--- src/rtl/msg_byte_coder.sv ---
// Manchester line coder: one byte per d_rdy handshake, framed as start, d[7:0] MSB first, stop.
// Define MSG_CODER_PARITY_EN to insert an odd-parity bit before the stop bit.
module msg_byte_coder #(
    parameter int HALF_BIT_CLKS = 4,
    parameter int GAP_CLKS      = 2
) (
    input  logic       clk,
    input  logic       rst_n,
    input  logic [7:0] d,
    input  logic       d_rdy,
    output logic       busy,
    output logic       line,
    output logic       line_oe,
    output logic       frame_done
);

`ifdef MSG_CODER_PARITY_EN
    localparam int NBITS = 11;
`else
    localparam int NBITS = 10;
`endif
    localparam int HW = $clog2(HALF_BIT_CLKS + 1);
    localparam int GW = $clog2(GAP_CLKS + 1);

    typedef enum logic [1:0] {
        IDLE = 2'd0,
        SEND = 2'd1,
        GAP  = 2'd2
    } state_t;

    state_t           state;
    logic [NBITS-1:0] shreg;
    logic [HW-1:0]    half_cnt;
    logic             phase;
    logic [3:0]       bit_cnt;
    logic [GW-1:0]    gap_cnt;

    logic [NBITS-1:0] frame_load;
    logic             half_wrap;
    logic             bit_end;
    logic             last_cycle;
    logic [HW-1:0]    half_nxt;
    logic             phase_nxt;
    logic [3:0]       bit_nxt;
    logic [NBITS-1:0] shreg_nxt;
    logic             line_nxt;
    logic             done_nxt;

`ifdef MSG_CODER_PARITY_EN
    assign frame_load = {1'b0, d, ~^d, 1'b1};
`else
    assign frame_load = {1'b0, d, 1'b1};
`endif

    // Position of the next cycle; line and frame_done are registered from it so they stay glitch-free.
    assign half_wrap  = (half_cnt == HW'(HALF_BIT_CLKS - 1));
    assign bit_end    = half_wrap & phase;
    assign last_cycle = bit_end & (bit_cnt == 4'(NBITS - 1));
    assign half_nxt   = half_wrap ? '0 : half_cnt + HW'(1);
    assign phase_nxt  = phase ^ half_wrap;
    assign bit_nxt    = bit_end ? bit_cnt + 4'd1 : bit_cnt;
    assign shreg_nxt  = bit_end ? {shreg[NBITS-2:0], 1'b0} : shreg;
    assign line_nxt   = phase_nxt ? shreg_nxt[NBITS-1] : ~shreg_nxt[NBITS-1];
    assign done_nxt   = (bit_nxt == 4'(NBITS - 1)) & phase_nxt
                        & (half_nxt == HW'(HALF_BIT_CLKS - 1));

    always_ff @(posedge clk or negedge rst_n) begin
        if (!rst_n) begin
            state      <= IDLE;
            shreg      <= '0;
            half_cnt   <= '0;
            phase      <= 1'b0;
            bit_cnt    <= '0;
            gap_cnt    <= '0;
            busy       <= 1'b0;
            line       <= 1'b1;
            line_oe    <= 1'b0;
            frame_done <= 1'b0;
        end else begin
            case (state)
                SEND: begin
                    if (last_cycle) begin
                        state      <= GAP;
                        half_cnt   <= '0;
                        phase      <= 1'b0;
                        bit_cnt    <= '0;
                        gap_cnt    <= '0;
                        busy       <= 1'b0;
                        line       <= 1'b1;
                        line_oe    <= 1'b0;
                        frame_done <= 1'b0;
                    end else begin
                        half_cnt   <= half_nxt;
                        phase      <= phase_nxt;
                        bit_cnt    <= bit_nxt;
                        shreg      <= shreg_nxt;
                        line       <= line_nxt;
                        frame_done <= done_nxt;
                    end
                end
                GAP: begin
                    if (gap_cnt == GW'(GAP_CLKS - 1)) begin
                        state   <= IDLE;
                        gap_cnt <= '0;
                    end else begin
                        gap_cnt <= gap_cnt + GW'(1);
                    end
                end
                // IDLE, and the unreachable encoding 3 which recovers as IDLE.
                default: begin
                    busy       <= 1'b0;
                    line       <= 1'b1;
                    line_oe    <= 1'b0;
                    frame_done <= 1'b0;
                    half_cnt   <= '0;
                    phase      <= 1'b0;
                    bit_cnt    <= '0;
                    gap_cnt    <= '0;
                    if (d_rdy) begin
                        state   <= SEND;
                        shreg   <= frame_load;
                        busy    <= 1'b1;
                        line_oe <= 1'b1;
                    end else begin
                        state <= IDLE;
                    end
                end
            endcase
        end
    end

endmodule

--- config.mk ---
export PLATFORM = sky130hd
export DESIGN_NAME = msg_byte_coder
export DESIGN_NICKNAME = d
export VERILOG_FILES = /design/src/rtl/msg_byte_coder.sv
export SDC_FILE = /design/constraint.sdc
export NUM_CORES = 1
export LEC_CHECK = 0
export BUFFER_PORTS_ARGS = -buffer_cell sky130_fd_sc_hd__buf_2
export CORE_MARGIN = 2
export CORE_UTILIZATION = 35
export DETAILED_ROUTE_END_ITERATION = 10
export PLACE_DENSITY = 0.51
export SYNTH_ARGS = -nofsm -noshare
export SYNTH_HDL_FRONTEND = slang
export SYNTH_SLANG_ARGS = --single-unit
--- constraint.sdc ---
create_clock -name clk -period 2.02 [get_ports clk]
set_input_delay 0.404 -clock clk [delete_from_list [all_inputs] [get_ports clk]]
set_output_delay 0.404 -clock clk [all_outputs]
set_load 0.03 [all_outputs]
# Word-level counts from Yosys, hierarchy flattened
# Cells that the tools add are included.
[word_totals] reg_bits=25 latch_bits=0 mem_bits_rw=0 rom_bits=0 input_bits=11 output_inout_bits=4 wordCells=63 mem_count=0
[op_classes] addsub=3 multipliers=0 div_mod_pow=0 order_cmp=0 n_eq_ne=11 n_shift=0 mux=27 n_bitwise=7 reduce_logical=5
[op_table] operator="10-bit two-way mux" n=3
[op_table] operator="10-bit one-hot mux with 2 select lines" n=1
[op_table] operator="4-bit == test (second input constant)" n=2
[op_table] operator="2-bit two-way mux" n=4
[op_table] operator="4-bit two-way mux" n=2
[op_table] operator="2-bit inequality test (second input constant)" n=4
[op_table] operator="1-bit one-hot mux with 2 select lines" n=4
[op_table] operator="2-bit one-hot mux with 2 select lines" n=2
[op_table] operator="4-bit one-hot mux with 2 select lines" n=1
[op_table] operator="1-bit two-way mux" n=7
[op_table] operator="3-bit by 2-bit == test with 1-bit output (second input constant)" n=2
[op_table] operator="3-bit two-way mux" n=2
[op_table] operator="3-bit one-hot mux with 2 select lines" n=1
[op_table] operator="4-bit by 1-bit adder with 4-bit output (second input constant)" n=1
[op_table] operator="1-bit bitwise AND" n=4
[op_table] operator="2-bit by 1-bit == test with 1-bit output (second input constant)" n=2
[op_table] operator="2-bit AND reduction" n=2
[op_table] operator="4-bit AND reduction" n=1
[op_table] operator="3-bit by 1-bit adder with 3-bit output (second input constant)" n=1
[op_table] operator="3-bit AND reduction" n=1
[op_table] operator="2-bit by 1-bit adder with 2-bit output (second input constant)" n=1
[op_table] operator="2-bit == test (second input constant)" n=1
[op_table] operator="1-bit NOT" n=2
[op_table] operator="2-bit nonzero test" n=1
[op_table] operator="1-bit bitwise XOR" n=1

# Depth between registers and ports, before layout
[depth] ltp_word=8 ltp_mapped=9

# Worst setup path after synthesis
# OpenSTA, ideal clock, no wires.
[synth_timing] kind="flip-flop to flip-flop" from="register half_cnt[0]" to="register state[1]" setup_ns=0.128 arrival_ns=1.830 required_time_ns=1.892 path_slack_ns=0.063 stages_incl_launch_ff=9 path_buffers=1 synth_period_minus_slack_ns=1.957 cell_sequence="dfrtp_1 -> ha_1 -> nor2b_1 -> ha_1 -> buf_6 -> nand4b_1 -> and2_4 -> a21oi_2 -> mux2_1"
[synth_via] elab_chain_cells=5
[synth_lines] element="from (decl)" line="33" text="logic [HW-1:0] half_cnt;"
[synth_lines] element="from (signal assigned)" line="93" text="half_cnt <= half_nxt;"
[synth_lines] element="3-bit by 2-bit == test with 1-bit output" line="56" text="assign half_wrap = (half_cnt == HW'(HALF_BIT_CLKS - 1));"
[synth_lines] element="1-bit bitwise AND" line="57" text="assign bit_end = half_wrap & phase;"
[synth_lines] element="1-bit bitwise AND" line="58" text="assign last_cycle = bit_end & (bit_cnt == 4'(NBITS - 1));"
[synth_lines] element="2-bit inequality test (no line)"
[synth_lines] element="2-bit AND reduction (no line)"
[synth_lines] element="to (signal assigned)" line="69" text="state <= IDLE;"
[synth_lines] element="to (signal assigned)" line="83" text="state <= GAP;"
[synth_lines] element="to (signal assigned)" line="103" text="state <= IDLE;"
[synth_lines] element="to (decl)" line="31" text="state_t state;"
# Every way passes these cells.
# A chain may end at the register's enable or synchronous reset.

# Final worst setup path
# Ends and elaborated chain as after synthesis.

==> impl_metrics.py <==
metrics = {
    "logic_synthesis": {
        "synth-edff-count": 0,
        "netlist_instances": 135,
        "ys_seq_elements": 25,
        "yosysTopAreaCell": "dfrtp_1",
        "synth_top_flop_cell": "dfrtp_1",
        "synth_common_cells": "dfrtp_1, nand2_1, a21oi_1, o21ai_0",
        "synthMostInstantiatedCell": "dfrtp_1",
        "yosysWarnings": 0,
        "netlist_area_um2": 1343,
        "synth_area_leaders": "dfrtp_1, ha_1, nand2_1, a21oi_1, o21ai_0",
        "synth.avg_cell_area_um2": 9.945,
        "synth_nets": 152,
        "synth.distinct_cells": 42,
        "yosysSeqAreaShare": 0.4669,
        "synth.top_cell.area_share": 0.4473,
        "async_flop_share": 1.000,
    },
    "cells_and_area": {
        "antenna_cells": 0,
        "utilization": 0.4262,
        "drive_gt1_frac": 0.2581,
        "nFillCells": 362,
        "syn2layout_area_growth_pct": 16.22,
        "nets": 173,
        "postLayoutCellArea_um2": 1560,
    },
    "grt": {
        "grt_pass1_wl_um": 4395,
        "grt_pass1_vias": 969,
        "grt_antenna_before_repair": 0,
        "grt_max_degree": 26,
        "overflow": 0,
        "track_usage": 0.1313,
    },
    "sta": {
        "finalSetupViolCount": 0,
        "fmax_ghz": 0.5282,
        "finalHoldViolCount": 0,
        "fin_skew_ps": 8.210,
        "slew_headroom": 0.6245,
        "period_share": 0.9372,
        "slew_viol_final": 0,
        "worst_pin_slew_ps": 563.3,
        "fin_crit_ps": 1893,
    },
    "clocking": {
        "cts_htree_levels": 1,
        "numCtsBuffers": 3,
        "cts_root_buffer": "clkbuf_8",
        "insertion_delay_ps": 270,
        "cts_hold_buf": 0,
        "cts.clk_slew.worst_paths_ps": 90,
        "cts_tree": "done",
        "clockBufferDepth": 2,
        "cts.sinks": 25,
    },
    "critical_path": {
        "crit_type": "reg2reg",
        "path_max_fanout": 6,
        "cp.required_ps": 2180,
        "rrSetupSlack_ps": 130,
        "end_kind": "register",
        "ff2ff_path_depth": 7,
        "arrival_ps": 2060,
        "worstSetupStartpointType": "register",
    },
    "placement": {
        "io_buffers": 14,
        "place_congestion": 0.8049,
        "postPlaceCellArea_um2": 1476,
        "dp_hpwl_um": 1846,
    },
    "detailed_routing": {
        "drt_iter0_drc": 24,
        "dr.pass1.iters": 4,
        "route.detailed.drc": 0,
        "post_drt_wl_per_cell_um": 12.82,
        "antenna_left": 0,
        "drt-total-wl_um": 2602,
        "vias": 977,
        "viasPerCell": 4.813,
    },
    "pwr": {
        "total_power_w": 0.0008329,
        "power_density_nw_per_um2": 533.8,
        "p_leak_nw": 0.7358,
        "ir_drop_uv": 313.1,
    },
    "run_status": {
        "run_status": "completed",
    },
    "hold_path": {
        "hold_class": "in2async",
    },
    "die": {
        "fp.dieArea_um2": 4347,
        "ioPinCount": 15,
        "core_um2": 3661,
        "die_w_um": 65.94,
        "dieHeight_um": 65.94,
        "start_util": 0.3667,
        "rows": 22,
    },
    "job": {
        "cap_violations": 0,
    },
}
## layout by cell type, fill, tap and decap left out, types with 2 or more instances in the layout
master	n
ha_1	6
inv_1	6
xor2_1	2
a31oi_1	2
buf_4	8
o31ai_1	3
nand4b_1	2
xnor2_1	2
o21ai_2	2
clkbuf_8	3
buf_2	14
dfrtp_1	24
nand2b_1	3
o21ai_1	6
a21oi_1	8
nor2b_1	5
o21ai_0	8
nand2_1	20
nor3_1	3
and2b_2	3
mux2i_1	2
## where the power goes
part,internal [W],switching (W)
Sequential,0.000505,0.00000199
Clock,0.000138,0.000160
Combinational,0.0000112,0.0000172
Total,0.000654,0.000179
## registers in the layout (all words and copies together) (netlist names)
signal / flops
half_cnt: 3
gap_cnt: 2
state: 2
bit_cnt: 4
line_oe: 1
line: 1
phase: 1
shreg: 10
frame_done: 1
## cell type report
type,count,area [µm²],area share
repair buffers,23,150.1,0.09623
well taps,48,60.06,0.03849
clock inverters,1,5.005,0.003208
multi-input cells,97,654.4,0.4194
inverters,6,22.52,0.01443
flip-flops and latches,25,626.9,0.4018
clock buffers,3,41.29,0.02646
## metrics by stage
stage                     hold slack [ps]  setup TNS, ps  cells  setup WS [ps]
after detailed placement            442.2              0    195          47.55
after global placement              441.5              0    195          147.1
after floorplan                     108.4              0    135          62.70
after CTS                           143.0              0    199          34.57
after global routing                162.0         -8.850    203         -8.850
final                               117.1              0    203          126.8
## critical path: stages, from the launching register on
cell and delay, ps:
dfrtp_1 380, ha_1 180, nor2b_4 170, ha_1 180, nand4b_1 170, and2_4 230, a21oi_2 150, mux2_1 330
## logic make-up after synthesis
group	share of synthesized area
adders and majority gates	0.05592
muxes	0.02330
xor gates and xnor gates	0.02610
DFF	0.4669
AOI/OAI and AO/OA	0.1771
and+or+nand+nor	0.1995
buffers and inverters	0.05125
## layer usage
layer	up-vias	GRT usage	share of wire
met5	-	0	0
met4	0	0.04592	0.012
met3	4	0.02215	0.030
met2	11	0.2146	0.44
met1	457	0.1755	0.51
li1	505	-	-
## repair_timing
action                     CTS  global route
resized for setup            0             2
setup buffers                0             4
setup endpoints to repair    0             7
## path summary, 6_finish.rpt
check                       startpoint       end
max                        half_cnt[0]  state[1]
min reg2reg                       line      line
min                              rst_n  shreg[6]
max in group asynchronous        rst_n     phase
max reg2reg                half_cnt[0]  state[1]
min in group clk                 d_rdy  state[0]
(Power assumes the default switching activity.)
